$ cat config.mk
export PLATFORM = sky130hd
export DESIGN_NAME = xor_gate_struct
export DESIGN_NICKNAME = d
export VERILOG_FILES = /design/src/rtl/xor_gate_struct.sv
export SDC_FILE = /design/constraint.sdc
export NUM_CORES = 1
export LEC_CHECK = 0
export ABC_AREA = 0
export CORE_AREA = 2 2 39 41
export DETAILED_ROUTE_END_ITERATION = 6
export DIE_AREA = 0 0 41 43
export PLACE_DENSITY = 0.69
export SLEW_MARGIN = 20
export SYNTH_ARGS = -nofsm -noshare
export SYNTH_HDL_FRONTEND = slang
export SYNTH_SLANG_ARGS = --single-unit
$ cat constraint.sdc
create_clock -name clk -period 1.9 [get_ports clk]
set_clock_uncertainty 0.2 [all_clocks]
set_input_delay 0.19 -clock clk [delete_from_list [all_inputs] [get_ports clk]]
set_output_delay 0.19 -clock clk [all_outputs]
set_load 0.01 [all_outputs]
$ cat src/rtl/xor_gate_struct.sv
// Structural XOR gate with a registered statistics path:
// registered copy, running parity, rise pulse and saturating ones counter.
module xor_gate_struct #(
  parameter int CNT_W = 8
) (
  input  logic             clk,
  input  logic             rst,
  input  logic             a,
  input  logic             b,
  input  logic             en,
  output logic             y,
  output logic             y_q,
  output logic             par,
  output logic             y_rise,
  output logic [CNT_W-1:0] ones_cnt,
  output logic             ones_sat
);

  localparam logic [CNT_W-1:0] CNT_MAX = '1;
  localparam logic [CNT_W-1:0] CNT_ONE = {{(CNT_W-1){1'b0}}, 1'b1};

  logic na;
  logic nb;
  logic t_anb;
  logic t_nab;

  not u_na  (na, a);
  not u_nb  (nb, b);
  and u_anb (t_anb, a, nb);
  and u_nab (t_nab, na, b);
  or  u_y   (y, t_anb, t_nab);

  logic             yreg_q, yreg_d;
  logic             par_q,  par_d;
  logic             rise_q, rise_d;
  logic [CNT_W-1:0] cnt_q,  cnt_d;
  logic             sat;

  assign sat = (cnt_q == CNT_MAX);

  // Next-state for the capture path; everything holds unless enabled.
  always_comb begin
    yreg_d = yreg_q;
    par_d  = par_q;
    cnt_d  = cnt_q;
    rise_d = en & y & ~yreg_q;
    if (en) begin
      yreg_d = y;
      par_d  = par_q ^ y;
      if (y && !sat) begin
        cnt_d = cnt_q + CNT_ONE;
      end
    end
  end

  // State registers; reset wins over enable.
  always_ff @(posedge clk) begin
    if (rst) begin
      yreg_q <= 1'b0;
      par_q  <= 1'b0;
      rise_q <= 1'b0;
      cnt_q  <= '0;
    end else begin
      yreg_q <= yreg_d;
      par_q  <= par_d;
      rise_q <= rise_d;
      cnt_q  <= cnt_d;
    end
  end

  assign y_q      = yreg_q;
  assign par      = par_q;
  assign y_rise   = rise_q;
  assign ones_cnt = cnt_q;
  assign ones_sat = sat;

endmodule

==> metrics.cfg, run 1 <==
[logic_synthesis]
ys_ff_latch=11
ys_types=29
synthAdderAreaFrac=0.0249
avgSynthCellArea_um2=8.53
synth_top_cell_area_share=0.438
netlist_area_um2=503
synth_top_cell_by_area=dfxtp_1
muxShareOfSynthArea=0.0398
synthesis.nets=65
synth-xor-area-share=0.0522
synthCells=59
yosys-top-cells-area=dfxtp_1, nor2_1, mux2i_1
synth_compound_area_frac=0.147
synth-simple-area-share=0.266
synth_top_family_by_area=simple AND/OR/NAND/NOR gates
yosys_warnings=0
yosysSeqAreaShare=0.438

[setup_path]
critPathBufInv=3
cp.required_ps=1510
cp-startpoint=b
path_cells=clkdlybuf4s50_1 -> xnor2_2 -> inv_2 -> clkdlybuf4s50_1
startpoint_type=input pin
worstSetupPathType=input pin to primary output
reg2reg_depth=5
arrival_ps=1440
cpPeakStageDelay_ps=540
r2r-end=ones_cnt[6]$_SDFFE_PP0P_
reg2reg_slack_ps=250
cp_common_cell=clkdlybuf4s50_1
end_kind=primary output
cp_max_fo=3
path_depth=4
crit_slowest_cell=clkdlybuf4s50_1
cp-endpoint=y
timing.rr.start=ones_cnt[0]$_SDFFE_PP0P_
critical-path-top-delay-family=buffers and inverters

[clock_network]
cts_tree=done
clkLatencyLatePin_ps=280
clockBufferDepth=2
hold_buffers=0
htreeDepth=1
cts_sinks=11
cts_made_buffers=3
cts-root-buf=clkbuf_4
clk_pin_slew_ps=70
post_cts_buffers=0

[die]
die_w_um=41
fp.coreArea_mm2=0.00138
dieArea_mm2=0.00176
fp.dieH_um=43
initial_core_util=0.363
rows=14
io-pin-count=18

[placed_design]
port_buffers=17
gp_congestion=0.829
place_inst=98
hpwlAfterDp_um=915

[route]
wl_mm=1.25
vias=519
wl_per_cell_um=12.3
drtPass1Iterations=3
vias_per_cell=5.09
drt_iter0_markers=5
ant_nets=0
drcViolationCount=0

[outcome]
status=finished, final reports clean

[timing]
max_slew_margin=0.728
fin_crit_ps=1830
fmax_mhz=546
hold_viol=0
rsz0062_at_grt=false
tightest_slew_ps=406
period_share=0.965
setup_viol=0
setup_tns_ps=0
drv_slew=0

[grt]
overflow=0
grt_pass1_wl_mm=1.97
antenna_found_initial=0
grt_max_degree=12
grt_pass1_vias=488
track_usage=0.167

[finish]
stdcell_count=102
final_cell_mix=clkdlybuf4s50_1, nor2_1, dfxtp_1
fillerInstances=138
num-nets-final=93
syn_to_final_growth_pct=55.5
drive_above_1_share=0.198
diodes=0
layout_commonest_cell=clkdlybuf4s50_1

[power]
total_leakage_power_nw=0.293
powerDensity_mw_per_mm2=638
irDropWorstVdd_v=0.000351

[worst_hold_path]
hp-class=register to register

[run]
max_cap_viol_count=0

through the flow:
step / utilization / hold slack [ps] / power [mW] / cell area [um^2] / worst slack [ps]
after global routing: 0.565 / 272 / 0.522 / 782 / 41.9
after global placement: 0.538 / 239 / 0.330 / 744 / 19.7
after detailed placement: 0.538 / 245 / 0.331 / 744 / 23.3
after CTS: 0.560 / 256 / 0.500 / 774 / 37.0
after floorplan: - / 85.6 / 0.283 / 503 / 96.6
final: 0.565 / 251 / 0.499 / 782 / 67.2
state kept, by name (all words and copies together), names as in the netlist:
signal and flops:
y_q 1, par 1, ones_cnt 8, y_rise 1
cell usage after synthesis:
cell,instances
dfxtp_1,11
nor2_1,9
nand2_1,4
nand3_1,3
nor3_1,3
a21oi_1,2
a31oi_1,2
mux2i_1,2
nand4_1,2
xor2_1,2
a211oi_1,1
a311oi_1,1
clkbuf_1,1
clkbuf_2,1
ha_1,1
inv_1,1
inv_2,1
nand2_2,1
nand2b_1,1
nor4_1,1
o211ai_1,1
o21a_1,1
o21ai_0,1
o21bai_1,1
o31ai_1,1
or3_1,1
or4_1,1
or4b_1,1
xnor2_1,1
report_power, final:
group          internal, mW  total, mW  switching [mW]
combinational        0.0465     0.0817          0.0352
clock                0.0816      0.170          0.0885
sequential            0.240      0.247         0.00724
how the worst min path moves through the flow:
stage	from	to	slack (ps)	depth (start not counted)
floorplan	en	y_q$_SDFFE_PP0P_	90	1
global placement	y_q$_SDFFE_PP0P_	y_rise$_SDFF_PP0_	240	1
detailed placement	y_q$_SDFFE_PP0P_	y_rise$_SDFF_PP0_	240	1
CTS	y_q$_SDFFE_PP0P_	y_rise$_SDFF_PP0_	260	1
global route	y_q$_SDFFE_PP0P_	y_rise$_SDFF_PP0_	270	1
finish	y_q$_SDFFE_PP0P_	y_rise$_SDFF_PP0_	250	1
cell type report:
type | count | area (um^2) | share of cell area
Clock buffer | 4 | 26.3 | 0.0336
Sequential cell | 11 | 223 | 0.285
Timing Repair Buffer | 25 | 229 | 0.293
Inverter | 2 | 7.51 | 0.00960
Multi-Input combinational cell | 44 | 277 | 0.354
Tap cell | 16 | 20.0 | 0.0256
routing by layer:
metal  GRT usage  routed length (um)  share of wire  vias up
li1            -                   -              -      269
met1       0.198                 570           0.46      235
met5           0                   0              0        -
met2       0.247                 597           0.48       13
met4       0.113                  21          0.017        0
met3      0.0471                  62          0.050        2
timing repair:
item                                    CTS  global route
resized for setup                         4             1
endpoints found under the setup margin    1             1
gates cloned                              0             0
worst register-to-register path: stages (launching register included):
cell     delay [ps]
dfxtp_2         360
ha_2            200
nand3_1          80
or4b_1          490
mux2i_1         160
nor2_1           50
cells by family after synthesis:
group | count (synthesis)
compound gates | 11
xor+xnor | 3
fa+ha+maj | 1
buf+inv | 4
simple gates | 27
mux | 2
flops | 11
No activity file was read; power rests on OpenSTA's default activity.
==> run 2: changes to the inputs <==
--- a/config.mk
+++ b/config.mk
@@ -9,6 +9,7 @@
 export CORE_AREA = 2 2 39 41
 export DETAILED_ROUTE_END_ITERATION = 6
 export DIE_AREA = 0 0 41 43
+export GPL_TIMING_DRIVEN = 0
 export PLACE_DENSITY = 0.69
 export SLEW_MARGIN = 20
 export SYNTH_ARGS = -nofsm -noshare
==> constraint.sdc (replaced) <==
create_clock -name clk -period 1.71 [get_ports clk]
set_clock_uncertainty 0.2 [all_clocks]
set_input_delay 0.171 -clock clk [delete_from_list [all_inputs] [get_ports clk]]
set_output_delay 0.171 -clock clk [all_outputs]
set_load 0.01 [all_outputs]
==> run 2 against run 1 <==
  * Critical endpoint is now ones_cnt[6]$_SDFFE_PP0P_
  * Final cell count shrank 0.98%
  * Combinational power grew 9.9%
  * Critical path depth grew 1
==> metrics.cfg, run 2 (synthesis gave the netlist of run 1 again) <==
[outcome]
status=finished, final reports clean

[clock_network]
clockBufferDepth=2
clk_pin_slew_ps=80
cts-root-buf=clkbuf_4
htreeDepth=1
cts_made_buffers=3
cts_tree=done
clkLatencyLatePin_ps=270
cts_sinks=11
hold_buffers=0

[route]
vias_per_cell=5.36
drcViolationCount=0
ant_nets=0
drt_iter0_markers=8
wl_per_cell_um=12.0
wl_mm=1.22
drtPass1Iterations=4
vias=541

[setup_path]
timing.rr.start=ones_cnt[0]$_SDFFE_PP0P_
worstSetupPathType=register to register
end_kind=register
r2r-end=ones_cnt[6]$_SDFFE_PP0P_
crit_slowest_cell=or4b_4
cpPeakStageDelay_ps=550
path_cells=ha_4 -> nand3_2 -> or4b_4 -> mux2i_1 -> nor2_1
startpoint_type=register
cp_max_fo=4
reg2reg_depth=5
cp.required_ps=1660
reg2reg_slack_ps=40
arrival_ps=1620

[timing]
fmax_mhz=599
period_share=0.977
drv_slew=0
fin_hold_ws_ps=120
rsz0062_at_grt=true
setup_viol=0
tightest_slew_ps=428
setup_tns_ps=0
fin_crit_ps=1670
hold_viol=0
max_slew_margin=0.714

[finish]
syn_to_final_growth_pct=57.7
drive_above_1_share=0.247
num-nets-final=92
post-route-util=0.573
multi_input_area_um2=300
layout_commonest_cell=clkdlybuf4s50_1
diodes=0
register_area_um2=226
fillerInstances=138
largest_register_ff_count=8
final_cell_mix=clkdlybuf4s50_1, dfxtp_1, nor2_1
stdcell_area_um2=793

[power]
irDropWorstVdd_v=0.000384
powerDensity_mw_per_mm2=689
total_leakage_power_nw=0.300

[die]
fp.dieH_um=43
fp.coreArea_mm2=0.00138
dieArea_mm2=0.00176
io-pin-count=18
die_w_um=41
initial_core_util=0.363
rows=14

[grt]
grt_max_degree=11
grt_pass1_vias=468
grt_pass1_wl_mm=1.91
overflow=0
track_usage=0.156
antenna_found_initial=0

[placed_design]
hpwlAfterDp_um=801
post_dp_cell_area_um2=707
port_buffers=17
gp_congestion=0.783

[worst_hold_path]
holdPathStages=2
min_to=y_q$_SDFFE_PP0P_
hp-class=input pin to register
min_from=en

[run]
max_cap_viol_count=0

==> run 2: cell count changes in the layout (fill, tap and decap cells not counted), sizes merged <==
cell | before | now
dlymetal6s2s | 0 | 1
clkbuf | 4 | 6
buf | 8 | 6
clkdlybuf4s50 | 16 | 12
dlygate4sd2 | 1 | 3
==> run 2: worst max path at each step <==
stage                                    end                     start  slack [ps]
finish              ones_cnt[6]$_SDFFE_PP0P_  ones_cnt[0]$_SDFFE_PP0P_          40
global route        ones_cnt[6]$_SDFFE_PP0P_  ones_cnt[0]$_SDFFE_PP0P_         -20
CTS                                 ones_sat  ones_cnt[3]$_SDFFE_PP0P_         -40
detailed placement                         y                         b        -250
global placement                           y                         b        -240
floorplan           ones_cnt[6]$_SDFFE_PP0P_  ones_cnt[0]$_SDFFE_PP0P_           1
==> run 2: layer usage <==
| metal | part of all wire | vias to the layer above | track usage |
|---|---|---|---|
| li1 | - | 268 | - |
| met2 | 0.50 | 16 | 0.247 |
| met4 | 0.016 | 0 | 0.0600 |
| met5 | 0 | - | 0 |
| met1 | 0.42 | 252 | 0.199 |
| met3 | 0.064 | 5 | 0.0314 |
==> run 2: final cells by class <==
class | instances | area share
multi-input combinational | 44 | 0.379
buffer | 1 | 0.00473
inverter | 2 | 0.00946
tap | 16 | 0.0252
clock buffer | 4 | 0.0331
timing repair buffer | 23 | 0.263
sequential | 11 | 0.285
==> run 2: where the power goes <==
group | leakage (nW) | total [mW] | switching [mW] | internal [mW]
Sequential | 0.0911 | 0.274 | 0.00739 | 0.267
Clock | 0.0150 | 0.183 | 0.0925 | 0.0904
Combinational | 0.194 | 0.0898 | 0.0417 | 0.0481
Total | 0.300 | 0.547 | 0.142 | 0.405
==> run 2: stage by stage <==
step	power [mW]	worst slack (ps)	cells
5_1_grt	0.564	-19.2	101
3_5_place_dp	0.358	-249	92
4_1_cts	0.543	-35.0	101
2_1_floorplan	0.316	1.47	59
3_3_place_gp	0.357	-238	92
6_report	0.547	39.8	101
==> run 2: repair_timing <==
| action | CTS | global route |
|---|---|---|
| setup buffers | 5 | 1 |
| setup endpoints to repair | 3 | 4 |
| pin swaps | 1 | 3 |
| hold endpoints to repair | 0 | 0 |
| gates resized for setup | 6 | 9 |
==> run 2: worst max-delay path: cells and delay by family, from the launching register on <==
kind | cells | cell delay, ps
multiplexers | 1 | 160
adder cells (fa/ha/maj) | 1 | 150
AND/OR/NAND/NOR | 3 | 670
flip-flops | 1 | 360
